**config.mk**
```make
export PLATFORM = sky130hd
export DESIGN_NAME = gcd_engine
export DESIGN_NICKNAME = d
export VERILOG_FILES = /design/src/rtl/gcd_pkg.sv /design/src/rtl/gcd_datapath.sv /design/src/rtl/gcd_engine.sv
export SDC_FILE = /design/constraint.sdc
export NUM_CORES = 1
export LEC_CHECK = 0
export BUFFER_PORTS_ARGS = -buffer_cell sky130_fd_sc_hd__buf_4
export CORE_UTILIZATION = 30
export DETAILED_ROUTE_END_ITERATION = 8
export PLACE_DENSITY_LB_ADDON = 0.15
export SLEW_MARGIN = 30
export SYNTH_ARGS = -nofsm -noshare
export SYNTH_HDL_FRONTEND = slang
export SYNTH_HIERARCHICAL = 1
export SYNTH_SLANG_ARGS = --single-unit
```
**constraint.sdc**
```tcl
create_clock -name clk -period 4 [get_ports clk]
set_input_delay 0.2 -clock clk [delete_from_list [all_inputs] [get_ports clk]]
set_output_delay 0.2 -clock clk [all_outputs]
set_load 0.005 [all_outputs]
```
**src/rtl/gcd_pkg.sv**
```systemverilog
// Shared types and helpers for the GCD engine.
// Optional feature macro (see gcd_engine): GCD_ENGINE_ITER_COUNT_EN.
package gcd_pkg;

  typedef enum logic [1:0] {
    IDLE = 2'd0,
    CALC = 2'd1,
    DONE = 2'd2
  } gcd_state_e;

  // Widest operand the step helper handles; gcd_engine WIDTH must be below this.
  localparam int unsigned GcdMaxWidth = 64;

  typedef struct packed {
    logic [GcdMaxWidth-1:0] a;
    logic [GcdMaxWidth-1:0] b;
  } gcd_pair_t;

  // One Euclid subtraction step; the larger operand loses the smaller, so no underflow.
  function automatic gcd_pair_t gcd_step_f(input logic [GcdMaxWidth-1:0] a,
                                           input logic [GcdMaxWidth-1:0] b);
    gcd_pair_t r;
    r.a = a;
    r.b = b;
    if (a > b) begin
      r.a = a - b;
    end else if (b > a) begin
      r.b = b - a;
    end
    return r;
  endfunction

endpackage

```
**src/rtl/gcd_datapath.sv**
```systemverilog
// Operand registers, comparator and subtractor for the GCD engine.
// Strobes come from the controller in gcd_engine; load has priority over sub_a/sub_b.
module gcd_datapath
  import gcd_pkg::*;
#(
  parameter int unsigned WIDTH = 16
) (
  input  logic             clk,
  input  logic             rst,
  input  logic             load,
  input  logic             sub_a,
  input  logic             sub_b,
  input  logic [WIDTH-1:0] in_a,
  input  logic [WIDTH-1:0] in_b,
  output logic             eq,
  output logic             gt,
  output logic             zero,
  output logic [WIDTH-1:0] a_or_b
);

  logic [WIDTH-1:0] a_q, a_d, b_q, b_d;
  gcd_pair_t        step;
  logic             unused_step_hi;

  // Next operand values: load new pair or apply one subtraction step.
  always_comb begin
    step = gcd_step_f(GcdMaxWidth'(a_q), GcdMaxWidth'(b_q));
    a_d  = a_q;
    b_d  = b_q;
    if (load) begin
      a_d = in_a;
      b_d = in_b;
    end else begin
      if (sub_a) a_d = step.a[WIDTH-1:0];
      if (sub_b) b_d = step.b[WIDTH-1:0];
    end
  end

  assign unused_step_hi = ^{step.a[GcdMaxWidth-1:WIDTH], step.b[GcdMaxWidth-1:WIDTH]};

  // Operand registers.
  always_ff @(posedge clk) begin
    if (rst) begin
      a_q <= '0;
      b_q <= '0;
    end else begin
      a_q <= a_d;
      b_q <= b_d;
    end
  end

  assign eq     = (a_q == b_q);
  assign gt     = (a_q > b_q);
  assign zero   = (a_q == '0) || (b_q == '0);
  // Covers both terminal cases: one operand zero, or both equal.
  assign a_or_b = a_q | b_q;

endmodule

```
**src/rtl/gcd_engine.sv**
```systemverilog
// Handshaked subtract-based GCD engine with optional iteration bound.
// Macro GCD_ENGINE_ITER_COUNT_EN adds the out_iters port (final step count).
module gcd_engine
  import gcd_pkg::*;
#(
  parameter int unsigned WIDTH    = 16,
  parameter int unsigned MAX_ITER = 0
) (
  input  logic             clk,
  input  logic             rst,
  input  logic             in_valid,
  output logic             in_ready,
  input  logic [WIDTH-1:0] in_a,
  input  logic [WIDTH-1:0] in_b,
  output logic             out_valid,
  input  logic             out_ready,
  output logic [WIDTH-1:0] out_gcd,
  output logic             out_timeout,
  output logic             busy
`ifdef GCD_ENGINE_ITER_COUNT_EN
  ,
  output logic [WIDTH-1:0] out_iters
`endif
);

`ifdef GCD_ENGINE_ITER_COUNT_EN
  localparam bit CountEn = 1'b1;
`else
  localparam bit CountEn = (MAX_ITER != 0);
`endif

  gcd_state_e       state_q, state_d;
  logic [WIDTH-1:0] res_q, res_d;
  logic             tmo_q, tmo_d;
  logic             load, sub_a, sub_b;
  logic             eq, gt, zero;
  logic [WIDTH-1:0] a_or_b;
  logic [WIDTH-1:0] iter_q;
  logic             iter_at_max;

  gcd_datapath #(
    .WIDTH(WIDTH)
  ) u_datapath (
    .clk   (clk),
    .rst   (rst),
    .load  (load),
    .sub_a (sub_a),
    .sub_b (sub_b),
    .in_a  (in_a),
    .in_b  (in_b),
    .eq    (eq),
    .gt    (gt),
    .zero  (zero),
    .a_or_b(a_or_b)
  );

  // Step counter only exists when something consumes it.
  if (CountEn) begin : g_iter
    logic [WIDTH-1:0] iter_d;

    // Clear on operand load, count each subtraction.
    always_comb begin
      iter_d = iter_q;
      if (load) begin
        iter_d = '0;
      end else if (sub_a || sub_b) begin
        iter_d = iter_q + WIDTH'(1);
      end
    end

    // Counter register.
    always_ff @(posedge clk) begin
      if (rst) iter_q <= '0;
      else     iter_q <= iter_d;
    end
  end else begin : g_no_iter
    assign iter_q = '0;
  end

  assign iter_at_max = (MAX_ITER != 0) && (iter_q == WIDTH'(MAX_ITER));

  // Controller: one action per CALC cycle in fixed priority order.
  always_comb begin
    state_d = state_q;
    res_d   = res_q;
    tmo_d   = tmo_q;
    load    = 1'b0;
    sub_a   = 1'b0;
    sub_b   = 1'b0;
    unique case (state_q)
      IDLE: begin
        if (in_valid) begin
          load    = 1'b1;
          state_d = CALC;
        end
      end
      CALC: begin
        if (zero || eq) begin
          res_d   = a_or_b;
          tmo_d   = 1'b0;
          state_d = DONE;
        end else if (iter_at_max) begin
          res_d   = '0;
          tmo_d   = 1'b1;
          state_d = DONE;
        end else if (gt) begin
          sub_a = 1'b1;
        end else begin
          sub_b = 1'b1;
        end
      end
      DONE: begin
        if (out_ready) begin
          tmo_d   = 1'b0;
          state_d = IDLE;
        end
      end
      default: state_d = IDLE;
    endcase
  end

  // State and result registers.
  always_ff @(posedge clk) begin
    if (rst) begin
      state_q <= IDLE;
      res_q   <= '0;
      tmo_q   <= 1'b0;
    end else begin
      state_q <= state_d;
      res_q   <= res_d;
      tmo_q   <= tmo_d;
    end
  end

  assign in_ready    = (state_q == IDLE);
  assign out_valid   = (state_q == DONE);
  assign busy        = (state_q != IDLE);
  assign out_gcd     = res_q;
  assign out_timeout = tmo_q;

`ifdef GCD_ENGINE_ITER_COUNT_EN
  assign out_iters = out_valid ? iter_q : '0;
`endif

endmodule

```
Word-level counts from Yosys, hierarchy flattened
Index checks and enable logic that the tools add are counted.
Storage, ports and cells
  flip-flop bits (word level): 51
  input port bits: 36
  output and inout bits: 20
  word-level logic and storage cells: 56
Cells by class
  add/sub/neg operators: 2
  $lt $le $gt $ge: 3
  equality and inequality tests: 7
  muxes and demuxes: 22
  bitwise logic cells: 1
  reduce and logical (&&, ||, !) cells: 16
Operators by type and width (count)
  $mux W16: 7
  $gt A16 B16 Y1: 3
  $logic_not A16 Y1: 2
  $sub A16 B16 Y16: 2
  $eq A16 B16 Y1: 1
  $or A16 B16 Y16: 1
  $reduce_bool A2 Y1: 6
  $mux W1: 10
  $reduce_and A3 Y1: 3
  $mux W2: 3
  $ne A2 B2 Y1 const B: 3
  $pmux W2 S3: 1
  $reduce_and A2 Y1: 2
  $eq A2 B1 Y1 const B: 1
  $eq A2 B2 Y1 const B: 1
  $logic_not A2 Y1: 1
  $logic_or A1 B1 Y1: 2
  $ne A2 B1 Y1 const B: 1
  $pmux W1 S2: 1

Longest topological paths before layout
  depth after elaboration: 7
  mapped depth: 16
  depth with buffers taken out: 15

Cells and area by module
Netlist, hierarchy kept.
Modules (own cells, without submodules)
  gcd_datapath: times used 1, cells an instance 451, area each 3609.7 um^2, seq. area each 640.6 um^2
  gcd_engine: times used 1, cells an instance 87, area each 879.6 um^2, seq. area each 360.3 um^2

Worst setup path before layout
OpenSTA, ideal clock, no wires.
  path kind: reg2reg
  from: reg u_datapath.a_q[7]
  to: reg u_datapath.a_q[3]
  setup time: 0.128 ns
  data arrival time: 2.902 ns
  required time: 3.872 ns
  slack: 0.970 ns
  cell stages (with the launch flop): 16
  path buffers: 2
  period minus slack after synthesis: 3.030 ns
  path through: dfxtp_1 > inv_1 > ha_1 > buf_6 > or4_1 > nor3_2 > and2_4 > nor2_2 > and3_2 > inv_1 > a21oi_1 > o31ai_1 > buf_4 > mux2i_1 > o21ai_0 > nor2b_1
On the way
  elaborated cells between the ends (all ways): 12
  those cells by class: order compare: 2; eq/ne: 1; mux: 3; reduce/logical: 6
RTL lines
  start: declaration: line gcd_datapath.sv:21  | logic [WIDTH-1:0] a_q, a_d, b_q, b_d;
  start signal: assignment: line gcd_datapath.sv:44  | a_q <= '0;
  start signal: assignment: line gcd_datapath.sv:47  | a_q <= a_d;
  $eq A16 B16 Y1: line gcd_datapath.sv:52  | assign eq = (a_q == b_q);
  via eq: line gcd_engine.sv:36  | logic eq, gt, zero;
  $logic_or A1 B1 Y1: line gcd_engine.sv:98  | if (zero || eq) begin
  $mux W1: line gcd_engine.sv:98
  $mux W1: line gcd_engine.sv:90  | unique case (state_q)
  via sub_a: line gcd_engine.sv:35  | logic load, sub_a, sub_b;
  $reduce_bool A2 Y1 (no line)
  $reduce_and A2 Y1 (no line)
The timed path passes the listed nets, and every way through them passes these cells.
A chain may end at the register's enable or synchronous reset.

Final worst setup path
  from: reg u_datapath.a_q[12]
  to: reg u_datapath.a_q[1]
On the way
  elaborated cells between the ends (all ways): 12
  those cells by class: order compare: 2; eq/ne: 1; mux: 3; reduce/logical: 6
RTL lines
  $gt A16 B16 Y1: line gcd_datapath.sv:53  | assign gt = (a_q > b_q);
  via gt: line gcd_engine.sv:36
  $mux W1: line gcd_engine.sv:106  | end else if (gt) begin
  $mux W1: line gcd_engine.sv:98
  $mux W1: line gcd_engine.sv:90
  via sub_a: line gcd_engine.sv:35
  $reduce_bool A2 Y1 (no line)
  $reduce_and A2 Y1 (no line)
The timed path passes the listed nets, and every way through them passes these cells.

==> flow_metrics.env <==
export IMPL_synthAdderAreaFrac=0.143
export IMPL_status="complete, no violations"
export IMPL_gp_congestion=0.890
export IMPL_place_hpwl_um=10100
export IMPL_yosys_mux_area_fraction=0.0538
export IMPL_r2r_end="u_datapath/a_q[1]$_SDFFE_PP0P_"
export IMPL_die_y_um=124
export IMPL_grt_max_degree=51
export IMPL_max_slew_margin=0.394
export IMPL_vias=3809
export IMPL_power_density_nw_per_um2=635
export IMPL_synth_top_family_by_area="simple AND/OR/NAND/NOR gates"
export IMPL_cts_root_buf="clkbuf_16"
export IMPL_crit_type="reg2reg"
export IMPL_vdd_drop_max_v=0.000159
export IMPL_final_net_count=662
export IMPL_antenna_cells=0
export IMPL_clk_pin_slew_worst_paths_ps=80
export IMPL_ys_seq_elements=50
export IMPL_ant_nets=0
export IMPL_cts_hold_buffers=0
export IMPL_num_io_pins=56
export IMPL_avgRoutedWirePerCell_um=17.3
export IMPL_grt_overflow=0
export IMPL_crit_arrival_ps=4020
export IMPL_register_area_um2=1000
export IMPL_startpoint_type="register"
export IMPL_r2r_start="u_datapath/a_q[12]$_SDFFE_PP0P_"
export IMPL_drc_errors=0
export IMPL_skew_ps=12.2
export IMPL_ys_warn_count=6
export IMPL_die_area_um2=15500
export IMPL_multi_input_area_um2=3010
export IMPL_routed_wl_um=13100
export IMPL_rsz0062_at_grt="false"
export IMPL_synth_simple_area_share=0.233
export IMPL_seq_area_frac_synth=0.223
export IMPL_min_to="u_datapath/a_q[9]$_SDFFE_PP0P_"
export IMPL_rrSetupSlack_ps=220
export IMPL_cts_inserted_buffers=5
export IMPL_cts_buffer_depth=2
export IMPL_min_from="in_a[9]"
export IMPL_h_tree_depth=2
export IMPL_dpl_cell_count=753
export IMPL_max_freq_mhz=265
export IMPL_syn2layout_area_growth_pct=14.4
export IMPL_finalCritPeriodShare=0.944
export IMPL_start_util=0.308
export IMPL_p_leak_uw=0.00210
export IMPL_cts_tree="done"
export IMPL_hp_class="in2reg"
export IMPL_setup_viol=0
export IMPL_hold_viol=0
export IMPL_viasPerCell=5.01
export IMPL_grt_pass1_wl_um=20700
export IMPL_tightest_slew_ps=908
export IMPL_synth_compound_area_frac=0.185
export IMPL_syn_inst=538
export IMPL_io_buffers=54
export IMPL_core_area_um2=14600
export IMPL_fin_cells=761
export IMPL_synthXorXnorAreaFrac=0.0527
export IMPL_clk_insertion_delay_late_ps=310
export IMPL_grt_pass1_vias=3713
export IMPL_worst_ep_required_time_ps=4240
export IMPL_finalSetupTns_ps=0
export IMPL_drv_slew=0
export IMPL_holdPathStages=3
export IMPL_postCtsSetupBuffers=0
export IMPL_track_usage=0.169
export IMPL_cp_end_kind="register"
export IMPL_drive_gt1_frac=0.182
export IMPL_synthesis_nets=624
export IMPL_synth_cell_type_count=73
export IMPL_rows=44
export IMPL_synthArstFlopShare=0
export IMPL_fillers=1539
export IMPL_antenna_found_initial=0
export IMPL_drt_pass1_iter_count=4
export IMPL_period_minus_slack_ps=3780
export IMPL_synth_ff_type="dfxtp_1"
export IMPL_maxCapViolCount=0
export IMPL_synth_edf_count=0
export IMPL_reg2regPathDepth=14
export IMPL_syn_area_um2=4490
export IMPL_drtIter0Drc=207
export IMPL_critPathMaxFanout=13
export IMPL_avgSynthCellArea_um2=8.34
export IMPL_dieWidth_um=124
export IMPL_cts_sinks=50
cell type report:
cell class | instances | area share
Inverter | 63 | 0.0465
Tap cell | 184 | 0.0448
Timing Repair Buffer | 65 | 0.0974
Multi-Input combinational cell | 391 | 0.587
Clock inverter | 2 | 0.00244
Sequential cell | 50 | 0.195
Clock buffer | 6 | 0.0270
worst max path at each step:
stage / slack [ps] / startpoint / cells after the start / endpoint
final: 220 / u_datapath/a_q[12]$_SDFFE_PP0P_ / 14 / u_datapath/a_q[1]$_SDFFE_PP0P_
after global routing: 30 / u_datapath/a_q[12]$_SDFFE_PP0P_ / 14 / u_datapath/a_q[1]$_SDFFE_PP0P_
after CTS: 140 / u_datapath/a_q[12]$_SDFFE_PP0P_ / 13 / u_datapath/a_q[1]$_SDFFE_PP0P_
after detailed placement: 160 / u_datapath/a_q[12]$_SDFFE_PP0P_ / 13 / u_datapath/a_q[1]$_SDFFE_PP0P_
after global placement: 280 / u_datapath/a_q[12]$_SDFFE_PP0P_ / 13 / u_datapath/a_q[1]$_SDFFE_PP0P_
after floorplan: 970 / u_datapath/a_q[7]$_SDFFE_PP0P_ / 15 / u_datapath/a_q[3]$_SDFFE_PP0P_
cell usage in the layout (no fill, tap or decap), types with 7 or more instances in the layout:
| cell type | netlist | final |
|---|---|---|
| nand2_1 | 35 | 35 |
| xnor2_1 | 19 | 19 |
| dfxtp_1 | 50 | 50 |
| mux2i_1 | 23 | 23 |
| o211ai_1 | 9 | 9 |
| nor2b_1 | 14 | 14 |
| nand2b_1 | 32 | 32 |
| inv_1 | 61 | 61 |
| nor3_1 | 12 | 12 |
| nor2_1 | 23 | 23 |
| buf_4 | 3 | 64 |
| or4_1 | 7 | 7 |
| nand3_1 | 12 | 12 |
| xor2_1 | 8 | 8 |
| nor4_1 | 11 | 11 |
| ha_1 | 48 | 48 |
| o31ai_1 | 13 | 12 |
| o21ai_0 | 13 | 13 |
| a21oi_1 | 26 | 26 |
Yosys cell counts (all sizes together), types with 3 or more instances:
cell type	n	area [um^2]
inv	63	239
dfxtp	50	1000
ha	48	601
nand2	35	131
nand2b	32	200
a21oi	27	139
nor2	24	92.6
mux2i	23	230
xnor2	19	166
buf	16	140
clkbuf	16	90.1
nor2b	16	115
nor3	15	90.1
nor4	13	93.8
o21ai	13	65.1
o31ai	13	97.6
nand3	12	60.1
or4	11	87.6
o211ai	9	67.6
xor2	8	70.1
nand3b	6	45.0
o221ai	6	52.6
or3	6	42.5
a2111oi	4	91.3
a211o	4	35.0
a211oi	4	30.0
and2	3	22.5
nand4	3	18.8
o311ai	3	43.8
o41a	3	33.8
per-layer routing:
layer | GRT usage | share of wire
met3 | 0.0253 | 0.039
met2 | 0.251 | 0.42
met4 | 0.0446 | 0.012
met1 | 0.251 | 0.53
met5 | 0 | 0
where the power goes:
part | total [uW] | switching (uW) | internal [uW]
Combinational | 2140 | 1280 | 861
Clock | 460 | 212 | 249
Sequential | 661 | 77.8 | 583
cell families after synthesis:
family / after synthesis
xor+xnor: 27
buf+inv: 97
fa+ha+maj: 50
mux: 24
simple gates: 182
compound gates: 107
other cells: 1
flops: 50
worst max-delay path, stage by stage, from the launching register on:
cell,delay [ps]
dfxtp_1,400
inv_1,100
ha_1,440
nor4_2,520
o311ai_1,200
a21oi_2,250
nor3_1,120
nor2_1,140
and3_2,180
inv_1,50
a21oi_1,370
o31ai_4,330
mux2_2,360
o21a_1,160
nor2_1,70
stage by stage:
stage           util  instance area, um^2  setup WS, ps  power [uW]  hold WS (ps)
6_report       0.352                 5140           223        3260           156
5_1_grt        0.352                 5140          26.0        3490           174
4_1_cts        0.352                 5140           135        3270           161
3_5_place_dp   0.342                 4980           160        2790           463
3_3_place_gp   0.342                 4980           277        2820           463
2_1_floorplan      -                 4490           970        2240           345
what timing repair did:
item,CTS,global route
endpoints found under the setup margin,0,7
gates resized for setup,0,1
hold endpoints to repair,0,0
state kept, by name, indices dropped and copies added (netlist names):
signal / flops
u_datapath/b_q: 16
out_gcd: 16
state_q: 2
u_datapath/a_q: 16
(Power assumes the default switching activity.)
